--- config.mk ---
export PLATFORM = sky130hd
export DESIGN_NAME = hs_rx_fifo_flat
export DESIGN_NICKNAME = d
export VERILOG_FILES = /design/src/rtl/hs_rx_fifo_if.sv /design/src/rtl/hs_rx_fifo.sv /design/src/flat_wrapper.sv
export SDC_FILE = /design/constraint.sdc
export NUM_CORES = 1
export LEC_CHECK = 0
export ABC_AREA = 1
export CORE_ASPECT_RATIO = 1.5
export CORE_UTILIZATION = 45
export CTS_CLUSTER_DIAMETER = 30
export CTS_CLUSTER_SIZE = 30
export DETAILED_ROUTE_END_ITERATION = 10
export GPL_TIMING_DRIVEN = 0
export PLACE_DENSITY = 0.77
export SYNTH_ARGS = -nofsm -noshare
export SYNTH_HDL_FRONTEND = slang
export SYNTH_SLANG_ARGS = --single-unit
--- constraint.sdc ---
create_clock -name bclk -period 4.1 [get_ports bclk]
set_clock_uncertainty 0.2 [all_clocks]
set_input_delay 0.82 -clock bclk [delete_from_list [all_inputs] [get_ports bclk]]
set_output_delay 0.82 -clock bclk [all_outputs]
set_load 0.05 [all_outputs]
--- src/rtl/hs_rx_fifo_if.sv ---
// hs_rx_fifo_if: request/ack capture side and FWFT valid/ready side of the domain-B receiver.
// The slave modport is the receiver; master is the sender/consumer environment.
interface hs_rx_fifo_if #(
  parameter int DATA_W = 8,
  parameter int CNT_W  = 3
);
  logic              breq;
  logic [DATA_W-1:0] adata;
  logic              back;
  logic [DATA_W-1:0] bdata;
  logic              bvalid;
  logic              bready;
  logic [CNT_W-1:0]  bcount;
  logic [1:0]        bstate;

  modport master (
    output breq, adata, bready,
    input  back, bdata, bvalid, bcount, bstate
  );

  modport slave (
    input  breq, adata, bready,
    output back, bdata, bvalid, bcount, bstate
  );
endinterface

--- src/rtl/hs_rx_fifo.sv ---
// hs_rx_fifo: domain-B end of a 4-phase req/ack CDC handshake, capturing words into a FWFT FIFO.
// Define HS_RX_STALL_CNT_EN to add bstall_cnt, a saturating count of cycles spent in STALL.
module hs_rx_fifo #(
  parameter int DATA_W = 8,
  parameter int DEPTH  = 4,
  parameter int CNT_W  = 3
) (
  input  logic       bclk,
  input  logic       brst,
`ifdef HS_RX_STALL_CNT_EN
  output logic [7:0] bstall_cnt,
`endif
  hs_rx_fifo_if.slave bus
);
  localparam int PTR_W = $clog2(DEPTH);

  typedef enum logic [1:0] {
    IDLE    = 2'b00,
    ACK     = 2'b01,
    STALL   = 2'b10,
    ILLEGAL = 2'b11
  } state_t;

  state_t            state, state_nxt;
  logic              back_q, back_nxt;
  logic              push, pop, full, empty;
  logic [PTR_W-1:0]  wr_ptr, rd_ptr;
  logic [CNT_W-1:0]  count;
  logic [DATA_W-1:0] mem [DEPTH];

  // Full is judged on the registered count only, so a same-cycle pop never frees a slot early.
  assign full  = (count == CNT_W'(DEPTH));
  assign empty = (count == '0);
  assign pop   = !empty && bus.bready;

  always_comb begin
    state_nxt = state;
    back_nxt  = 1'b0;
    push      = 1'b0;
    unique case (state)
      IDLE: begin
        if (bus.breq) begin
          if (!full) begin
            push      = 1'b1;
            back_nxt  = 1'b1;
            state_nxt = ACK;
          end else begin
            state_nxt = STALL;
          end
        end
      end
      ACK: begin
        back_nxt = 1'b1;
        if (!bus.breq) begin
          back_nxt  = 1'b0;
          state_nxt = IDLE;
        end
      end
      STALL: begin
        // A dropped request means the sender was reset; abandon the pending word.
        if (!bus.breq) begin
          state_nxt = IDLE;
        end else if (!full) begin
          push      = 1'b1;
          back_nxt  = 1'b1;
          state_nxt = ACK;
        end
      end
      default: begin
        state_nxt = IDLE;
      end
    endcase
  end

  always_ff @(posedge bclk) begin
    if (brst) begin
      state  <= IDLE;
      back_q <= 1'b0;
    end else begin
      state  <= state_nxt;
      back_q <= back_nxt;
    end
  end

  always_ff @(posedge bclk) begin
    if (brst) begin
      wr_ptr <= '0;
      rd_ptr <= '0;
      count  <= '0;
    end else begin
      if (push) wr_ptr <= wr_ptr + PTR_W'(1);
      if (pop)  rd_ptr <= rd_ptr + PTR_W'(1);
      case ({push, pop})
        2'b10:   count <= count + CNT_W'(1);
        2'b01:   count <= count - CNT_W'(1);
        default: count <= count;
      endcase
    end
  end

  always_ff @(posedge bclk) begin
    if (push) mem[wr_ptr] <= bus.adata;
  end

`ifdef HS_RX_STALL_CNT_EN
  always_ff @(posedge bclk) begin
    if (brst) begin
      bstall_cnt <= 8'h00;
    end else if (state == STALL && bstall_cnt != 8'hFF) begin
      bstall_cnt <= bstall_cnt + 8'h01;
    end
  end
`endif

  assign bus.back   = back_q;
  assign bus.bdata  = mem[rd_ptr];
  assign bus.bvalid = !empty;
  assign bus.bcount = count;
  assign bus.bstate = state;
endmodule

--- src/flat_wrapper.sv ---
// flat-port wrapper written by rule: the top's interface ports become plain ports
module hs_rx_fifo_flat 
#(
  parameter int DATA_W = 8,
  parameter int DEPTH  = 4,
  parameter int CNT_W  = 3
)
  (bclk, brst, bus_breq, bus_adata, bus_bready, bus_back, bus_bdata, bus_bvalid, bus_bcount, bus_bstate);
  hs_rx_fifo_if #(.DATA_W(DATA_W), .CNT_W(CNT_W)) bus_i ();
  input  logic bclk;
  input  logic brst;
  input wire logic [$bits(bus_i.breq)-1:0] bus_breq;
  input wire logic [$bits(bus_i.adata)-1:0] bus_adata;
  input wire logic [$bits(bus_i.bready)-1:0] bus_bready;
  output wire logic [$bits(bus_i.back)-1:0] bus_back;
  output wire logic [$bits(bus_i.bdata)-1:0] bus_bdata;
  output wire logic [$bits(bus_i.bvalid)-1:0] bus_bvalid;
  output wire logic [$bits(bus_i.bcount)-1:0] bus_bcount;
  output wire logic [$bits(bus_i.bstate)-1:0] bus_bstate;
  assign bus_i.breq = bus_breq;
  assign bus_i.adata = bus_adata;
  assign bus_i.bready = bus_bready;
  assign bus_back = bus_i.back;
  assign bus_bdata = bus_i.bdata;
  assign bus_bvalid = bus_i.bvalid;
  assign bus_bcount = bus_i.bcount;
  assign bus_bstate = bus_i.bstate;
  hs_rx_fifo #(.DATA_W(DATA_W), .DEPTH(DEPTH), .CNT_W(CNT_W)) u_core (.bclk(bclk), .brst(brst), .bus(bus_i));
endmodule
==> results by group, run 1 <==
Critical path
  • Req. time, crit path: 3.08 ns
  • CP arrival: 2.10 ns
  • Critical path endpoint category: output pin
  • Worst Setup Start Kind: flop
  • Crit path kind: reg2out
  • Worst-path fanout max: 10

Synthesis
  • Post-Syn Instances: 154
  • Syn Area/Cell: 11.7 um2
  • Yosys warnings: 0
  • Sequential share of the synthesized area: 66.9%
  • Distinct cell type count after synthesis: 20
  • Seq cells post-synth: 44
  • Syn nets: 172
  • Synthesized area: 0.00179 mm2

Routing
  • WL final: 3450 um
  • Starting DRT DRC Count: 30
  • Antenna Nets Post-Route: 0
  • DR WL/cell: 14.9 um
  • Remaining DRCs: 0
  • First-pass DRT Iterations: 4
  • Via density: 5.23
  • Vias post-DR: 1209

STA
  • # setup viols final: 0
  • Top achievable clock speed: 0.320 GHz
  • Final Cycle Share: 76.1%
  • Slew of the pin with the lowest slew margin: 0.818 ns
  • Min Tclk post-route: 3.12 ns
  • Final Hold Fails: 0
  • Setup TNS Final: 0 ns
  • RSZ-0062 raised after global routing: false
  • Slew margin rel.: 45.2%
  • Count of pins over their slew limit: 0

Placed design
  • Routability cong.: 0.746
  • Port bufs: 26
  • HPWL Detailed: 2450 um

Global route
  • Total grt overflow: 0
  • First-pass GRT wire length: 5610 um
  • Largest net degree at the start of global routing: 14
  • Initial antenna violation count: 0
  • Vias in the first global route: 1232
  • Tot GR Track Use: 18.9%

Clocking
  • Post_cts resized: 0
  • CTS tree: yes
  • H-tree Lvls: 2
  • Cts bufs inserted: 5
  • Clock transition at the registers of the reported paths: 0.07 ns
  • Clock sink count: 44
  • Clk root buf: clkbuf_8
  • CTS Hold Bufs: 0
  • Clk buf depth: 2
  • Post-CTS Setup Inserts: 0
  • Worst skew pair latency: 0.29 ns

Cells and area
  • Area grow syn2layout: 22.0%
  • Ant diodes: 0
  • Core Util, Final: 58.4%
  • Fin nets: 205
  • Share of layout cells above drive strength 1: 11.7%

Min path
  • Hold WC Path Type: reg2reg

Floorplanning
  • Total I/O pin count: 27
  • Full die area: 0.00425 mm2
  • Die height: 79.3 um
  • Die X: 53.6 um
  • Core Footprint: 0.00375 mm2
  • Rows: 27
  • Starting density of the core: 47.8%

Outcome
  • Status: finished clean

Power
  • Internal power: 847 uW
  • Worst IR drop on VDD: 0.000457 V
  • Cell Pwr Density: 658 mW/mm2
  • Switching power total: 592 uW
  • Leakage: 0.799 nW
  • Power share of the combinational group: 42.2%
  • Sw Ratio: 41.1%
  • Final Power: 1.44 mW
  • Clock share of power: 17.5%
  • Seq pwr share: 40.2%

Flow run
  • Max-cap violations: 0
-- placed cells by master, fill, tap and decap left out, drive strengths merged --
master,count
clkinv,2
inv,19
dfxtp,12
o22ai,8
nor4,1
clkdlybuf4s50,26
nand2,16
fa,1
buf,2
nand3,5
edfxtp,32
ha,5
o21ai,18
a21oi,7
clkbuf,6
nor2,28
-- sequential cells by signal, summed over array words and instances (netlist names), named ones only --
signal,count
u_core.wr_ptr,2
u_core.mem,32
u_core.bus.back,1
u_core.bus.bcount,3
u_core.rd_ptr,2
u_core.bus.bstate,2
-- area by class of cell --
class	instances	area [um2]
plain buffers	2	22.5
clock buffers	6	72.6
clock inverters	2	7.51
fillers	319	1560
inverters	19	71.3
multi-input cells	89	499
flip-flops and latches	44	1200
well taps	43	53.8
repair buffers	26	260
-- cell usage after synthesis (all sizes together) --
cell type   n  area [um2]
fa          1        20.0
o22ai       8        50.1
edfxtp     32         961
buf         2        22.5
inv        19        71.3
ha          5        62.6
nand2      16        80.1
nand3       5        25.0
o21ai      18        97.6
nor2       28         123
a21oi       7        35.0
dfxtp      12         240
nor4        1        6.26
-- stage by stage --
stage                     std cells  hold slack [ns]  worst slack, ns  instance area [um2]
after CTS                       231            0.313            0.974                 2190
after detailed placement        223            0.299             1.22                 2110
after global routing            231            0.341            0.852                 2190
after global placement          223            0.284             1.28                 2110
final                           231            0.313            0.980                 2190
after floorplan                 154            0.259             1.67                 1790
-- power by group through the flow --
stage / logic, mW / registers [mW] / clock network [mW]
after floorplan: 0.376 / 0.629 / 0
after global placement: 0.592 / 0.584 / 0
after detailed placement: 0.609 / 0.588 / 0
after CTS: 0.612 / 0.578 / 0.255
after global routing: 0.652 / 0.585 / 0.277
final: 0.608 / 0.579 / 0.252
-- final timing paths --
path / slack, ns / end / startpoint / cells past startpoint
min reg2reg: 0.31 / u_core.bus.bstate[1] / u_core.bus.bstate[0] / 1
min: 0.31 / u_core.bus.bstate[1] / u_core.bus.bstate[0] / 1
max: 0.98 / bus_bdata[3] / flop / 5
max reg2reg: 2.10 / u_core.bus.bcount[2] / u_core.bus.bcount[0] / 12
-- worst max-delay path, stage by stage, from the launching register on --
cell             delay [ns]
dfxtp_1                0.41
inv_2                  0.16
buf_6                  0.18
nor2_1                 0.06
o22ai_1                0.18
clkdlybuf4s50_1        0.83
-- logic make-up after synthesis --
logic type	count (synthesis)	synth area share (%)
simple gates	50	13.0
flops	44	66.9
compound gates	33	10.2
buf+inv	21	5.23
fa+ha+maj	6	4.60
-- metal layers --
metal | vias to the layer above | global-route usage, % | share of wire, %
met5 | - | 0 | 0
met2 | 38 | 33.1 | 54
met3 | 6 | 5.75 | 6.0
met4 | 0 | 7.89 | 1.7
li1 | 592 | - | -
met1 | 573 | 20.1 | 39
Note: power is estimated with default switching activity, not from simulation.
==> run 2: changes to the inputs <==
clock period = 3.25 ns   (was 4.1 ns; I/O delays follow)
==> results of run 2 <==
Same layout as run 1 (identical final DEF). Status: finished clean.
Among the figures that moved: setup slack after placement 1.22 ns -> 0.543 ns; setup slack after layout 0.980 ns -> 0.300 ns; register-to-register setup slack 2.10 ns -> 1.25 ns; total power 1.44 mW -> 1.82 mW; worst IR drop on VDD 0.000457 V -> 0.000576 V
